**src/rtl/can_crc_engine.sv**
```systemverilog
// rtl/can_crc_engine.sv - parametrised MSB-first CRC engine with message framing and residue check
module can_crc_engine #(
    parameter int                 CRC_W   = 15,
    parameter logic [CRC_W-1:0]   POLY    = CRC_W'(15'h4599),
    parameter logic [CRC_W-1:0]   INIT    = '0,
    parameter logic [CRC_W-1:0]   XOR_OUT = '0,
    parameter logic [CRC_W-1:0]   RESIDUE = '0,
    parameter int                 DIN_W   = 1,
    parameter int                 CNT_W   = 16
) (
    input  logic             clk,
    input  logic             rst,
    input  logic             start,
    input  logic             abort,
    input  logic             din_valid,
    input  logic [DIN_W-1:0] din,
    input  logic             din_last,
    output logic             busy,
    output logic             done,
    output logic [CRC_W-1:0] crc_out,
    output logic             crc_ok,
    output logic [CNT_W-1:0] bit_cnt,
    output logic             seq_err
);

    typedef enum logic [1:0] {
        IDLE = 2'd0,
        RUN  = 2'd1,
        DONE = 2'd2
    } state_t;

    state_t           state, state_next;
    logic [CRC_W-1:0] crc_reg, crc_next;
    logic [CNT_W-1:0] cnt_next;
    logic             seq_err_next;
    logic [CNT_W:0]   cnt_sum;

    // Unrolled serial LFSR: din[DIN_W-1] enters first, so a wide beat equals DIN_W serial beats.
    function automatic logic [CRC_W-1:0] crc_step(input logic [CRC_W-1:0] seed,
                                                  input logic [DIN_W-1:0] bits);
        logic [CRC_W-1:0] c;
        logic             fb;
        c = seed;
        for (int i = DIN_W - 1; i >= 0; i--) begin
            fb = c[CRC_W-1] ^ bits[i];
            c  = {c[CRC_W-2:0], 1'b0};
            if (fb) begin
                c = c ^ POLY;
            end
        end
        return c;
    endfunction

    assign cnt_sum = {1'b0, bit_cnt} + (CNT_W+1)'(DIN_W);

    always_ff @(posedge clk) begin
        if (rst) begin
            state   <= IDLE;
            crc_reg <= INIT;
            bit_cnt <= '0;
            seq_err <= 1'b0;
        end else begin
            state   <= state_next;
            crc_reg <= crc_next;
            bit_cnt <= cnt_next;
            seq_err <= seq_err_next;
        end
    end

    // Priority: abort > start > din_valid; din_last only matters alongside din_valid.
    always_comb begin
        state_next   = state;
        crc_next     = crc_reg;
        cnt_next     = bit_cnt;
        seq_err_next = 1'b0;
        if (abort) begin
            state_next = IDLE;
            crc_next   = INIT;
        end else if (start) begin
            state_next = RUN;
            crc_next   = INIT;
            cnt_next   = '0;
            if (din_valid) begin
                crc_next = crc_step(INIT, din);
                cnt_next = CNT_W'(DIN_W);
                if (din_last) begin
                    state_next = DONE;
                end
            end
        end else if (din_valid) begin
            if (state == RUN) begin
                crc_next = crc_step(crc_reg, din);
                cnt_next = cnt_sum[CNT_W] ? {CNT_W{1'b1}} : cnt_sum[CNT_W-1:0];
                if (din_last) begin
                    state_next = DONE;
                end
            end else begin
                seq_err_next = 1'b1;
            end
        end
    end

    assign busy    = (state == RUN);
    assign done    = (state == DONE);
    assign crc_out = crc_reg ^ XOR_OUT;
    assign crc_ok  = done && (crc_reg == RESIDUE);

endmodule

```
**config.mk**
```make
export PLATFORM = sky130hd
export DESIGN_NAME = can_crc_engine
export DESIGN_NICKNAME = d
export VERILOG_FILES = /design/src/rtl/can_crc_engine.sv
export SDC_FILE = /design/constraint.sdc
export NUM_CORES = 1
export LEC_CHECK = 0
export CELL_PAD_IN_SITES_DETAIL_PLACEMENT = 0
export CELL_PAD_IN_SITES_GLOBAL_PLACEMENT = 2
export CORE_MARGIN = 4
export CORE_UTILIZATION = 31
export DETAILED_ROUTE_END_ITERATION = 8
export MAX_ROUTING_LAYER = met4
export PLACE_DENSITY_LB_ADDON = 0.1
export SETUP_SLACK_MARGIN = 0.15
export SKIP_CTS_REPAIR_TIMING = 1
export SYNTH_ARGS = -nofsm -noshare
export SYNTH_HDL_FRONTEND = slang
export SYNTH_SLANG_ARGS = --single-unit
export TNS_END_PERCENT = 10
```
**constraint.sdc**
```tcl
create_clock -name clk -period 3.8 [get_ports clk]
set_input_delay 0.57 -clock clk [delete_from_list [all_inputs] [get_ports clk]]
set_output_delay 0.57 -clock clk [all_outputs]
set_load 0.02 [all_outputs]
```
* Word level (Yosys, flattened, before mapping)
Cells that the tools add are included.
** Cells by class
- $add $sub $neg :: 1
- Equality and inequality tests :: 2
- Multiplexer cells :: 18
- Bitwise operators :: 4
- Reductions and logical operators :: 10
** Operators by type and width (number)
- 15-bit 2-to-1 mux :: 6
- 16-bit 2-to-1 mux :: 4
- 16-bit by 1-bit adder with 17-bit output (second input constant) :: 1
- 15-bit zero test :: 1
- 2-bit 2-to-1 mux :: 6
- 7-bit NOT :: 1
- 3-bit AND reduction :: 2
- 2-bit nonzero test :: 3
- 4-bit OR reduction :: 1
- 2-bit by 1-bit == test with 1-bit output (second input constant) :: 1
- 2-bit == test (second input constant) :: 1
- 1-bit 2-to-1 mux :: 2
- 1-bit NOT :: 2
- 2-bit AND reduction :: 1
- 2-bit OR reduction :: 1
- 1-bit logical AND :: 1
- 1-bit XOR :: 1
** Storage, ports and cells
- Flip-flop bits (word level) :: 34
- Output and inout port bits :: 35
- Logic and storage cells :: 39

* Logic depth before layout (Yosys ltp)
- Word-level depth :: 5
- Mapped depth :: 6
- Mapped depth without buffers :: 5

* Worst setup path before layout
No wires, ideal clock.
- Path type :: register to output
- Start point :: reg state[1]
- End point :: out crc_ok
- Arrival :: 1488 ps
- Required time :: 3230 ps
- Setup slack :: 1742 ps
- Stages on the path, launching flop included :: 4
- Buffers on the path :: 0
- Cell sequence :: dfxtp_1 -> nor2b_1 -> nand4_1 -> nor4_1
** Between the ends
- Cells in the longest elaborated chain, start to end :: 2
** Ends and longest elaborated chain
- start, declared :: line 32 : state_t state, state_next;
- start signal, assigned :: line 63 : state <= state_next;
- 2-bit == test :: line 104 : assign done = (state == DONE);
- named net done :: line 19 : output logic done,
- 1-bit logical AND :: line 106 : assign crc_ok = done && (crc_reg == RESIDUE);
- end, declared :: line 21 : output logic crc_ok,
The timed path passes the listed nets, and every way through them passes these cells.

* Worst setup path in the final report
- Start point :: reg crc_reg[0] (netlist: crc_out[0])
- End point :: out crc_ok
** Between the ends
- Cells in the longest elaborated chain, start to end :: 2
** Ends and longest elaborated chain
- start, declared :: line 33 : logic [CRC_W-1:0] crc_reg, crc_next;
- start signal, assigned :: line 64 : crc_reg <= crc_next;
- 15-bit zero test :: line 106
- 1-bit logical AND :: line 106
No other way between the ends.

==> metrics.txt <==
FMAX 405.1 MHz; routed len/inst approximately 16 µm; Reg clk slew, reported paths around 70 ps; # IOs 42; CTS Buf Count 5; Async SR Flop Fraction 0; Synth warnings 0; Die Ht 82.96 µm; total grt overflow 0; Unique masters post-synth 48; CP Max Fanout 4; Synth top area share 0.3908; RSZ-0062 raised after global routing no; total routed wirelength 4934 µm; dpl hpwl 3696 µm; initial antenna violation count 0; H-Tree Depth 2; wire length of the first global-routing pass around 8600 µm; Final Hold Vio Count 0; clock sinks 34; most frequent cell after synthesis dfxtp_1; Nets 244; clk buf depth 2; Hold Path Class register to register; sequential area share after synthesis 0.3908; GRT Util Overall 0.1540; Vias per Instance 5.383; area leader, netlist dfxtp_1; Net Count, Synth 202; cell row count 27; Syn Area/Cell 8.978 µm²; setup_tns 0 ps; Post-synth EDFFs 0; Worst Path Required 3230 ps; status finished, final reports clean; die area 6882 µm²; insertion delay to the later sink of the worst-skew pair 280 ps; LEAKAGE around 0.00081 µW; Die W about 83 µm; Critical Path Start Type register; PD cells between 300 and 400 nW/µm²; Max-Cap Viols 0; cell chain of the critical path nor4_1 -> nand4_1 -> nor4_1 -> clkdlybuf4s50_1; Worst Clk Skew about 7.7 ps; Setup violations, final 0; kind of end point of the critical path primary output; #FFs+latches synth 34; CTS Root Cell clkbuf_8; Remaining DRCs 0; Final period util 0.6496; drt pass-1 iters 4; top area cells in the synthesized netlist dfxtp_1 (39%), nor2_1 (5.2%), mux2i_1 (4.6%), o221a_2 (4.5%), a211oi_1 (3.4%); ys flop type dfxtp_1; CORE AREA 5473 µm²; CP Buf/Inv Count 1; Pwr Total 692.1 µW; CP max stage cell clkdlybuf4s50_1; Fillers 550; GP Congestion 0.8172; Final ANT Viol Nets 0; R2R Setup Slk 1700 ps; CP dominant cell by count nor4_1; slew margin rel. 0.5071; DRT iter0 DRCs 94; number of global-route vias before repair 1706; critical path type register to primary output; Initial Utilization 0.3182; layout cells sized above 1 0.09322; maximum vdd drop 0.1531 mV; CTS tree yes; fin. max-slew vios 0; Area Overhead vs Synth 31.25%; slowest cell delay on critical path 650 ps; crit path time final 2468 ps; PortBufs 41; crit-path leading delay family buffers and inverters; antenna diode count 0; Post-Syn Area 1742 µm²; Post-synth top cells dfxtp_1 (34), nor2_1 (24), a21oi_1 (10), inv_1 (10); Vias 1658; Slew @ Worst Pin about 730 ps; Worst Path Arrival 1900 ps; largest net degree at the start of global routing 15; Cells after Synth 194
cell type report:
cell class,instances,area [µm²],area share
timing repair buffer,43,425.4,0.1861
tap,72,90.09,0.03941
inverter,10,37.54,0.01642
sequential,34,680.7,0.2978
clock buffer,7,76.32,0.03339
multi-input combinational,142,975.9,0.4269
placed cells by master (no fill, tap or decap), types with 4 or more instances in the layout:
cell type / n
nand4_1: 5
inv_1: 10
nor2_1: 24
nor4_1: 6
o21ai_0: 4
mux2i_1: 8
a31oi_1: 6
xnor2_1: 6
a21oi_1: 10
a211oi_1: 8
o221a_2: 7
dfxtp_1: 34
and2_1: 5
clkbuf_8: 5
nand2_1: 8
clkdlybuf4s50_1: 41
through the flow:
| step | utilization | setup slack [ps] | area, µm² | cells | hold WS [ps] |
|---|---|---|---|---|---|
| after floorplan | - | 1743 | 1742 | 194 | 482.7 |
| after global placement | 0.4037 | 1211 | 2210 | 301 | 519.9 |
| after detailed placement | 0.4037 | 1053 | 2210 | 301 | 530.8 |
| after CTS | 0.4177 | 1277 | 2286 | 308 | 546.4 |
| after global routing | 0.4177 | 1154 | 2286 | 308 | 573.0 |
| final | 0.4177 | 1332 | 2286 | 308 | 543.9 |
where the power goes:
part	internal, µW	switching, µW	total [µW]
sequential	361	6.06	367
combinational	32.3	43.3	75.6
clock	126	123	249
state kept, by name, summed over array words and instances (netlist names):
register / cells
state: 2
bit_cnt: 16
crc_out: 15
seq_err: 1
logic make-up after synthesis:
kind of cell             count (synthesis)  share of synthesized area
flip-flops                              34                     0.3908
buffers and inverters                   18                    0.04884
XOR/XNOR                                 7                    0.03951
AND/OR/NAND/NOR                         72                     0.2321
multiplexers                             8                    0.04598
AO/OA/AOI/OAI                           54                     0.2356
adder cells (fa/ha/maj)                  1                   0.007183
per-layer routing:
layer | track usage | vias to the layer above | wire length [µm]
met3 | 0.02778 | 9 | 199
met1 | 0.2134 | 780 | 2496
met5 | - | - | 0
met2 | 0.2259 | 47 | 2173
met4 | 0.05052 | 0 | 65
li1 | - | 822 | -
final timing paths:
kind	startpoint	to	cells after the start
setup / recovery	crc_out[0]	crc_ok	4
hold / removal	bit_cnt[1]	bit_cnt[1]	2
setup reg to reg	bit_cnt[0]	bit_cnt[4]	5
hold reg to reg	bit_cnt[1]	bit_cnt[1]	2
worst register-to-register path: stages, from the launching register on:
cell and delay (ps):
dfxtp_1 450, ha_1 250, inv_1 110, nor4_4 680, a211oi_1 230, a311oi_1 300
(Power assumes the default switching activity.)
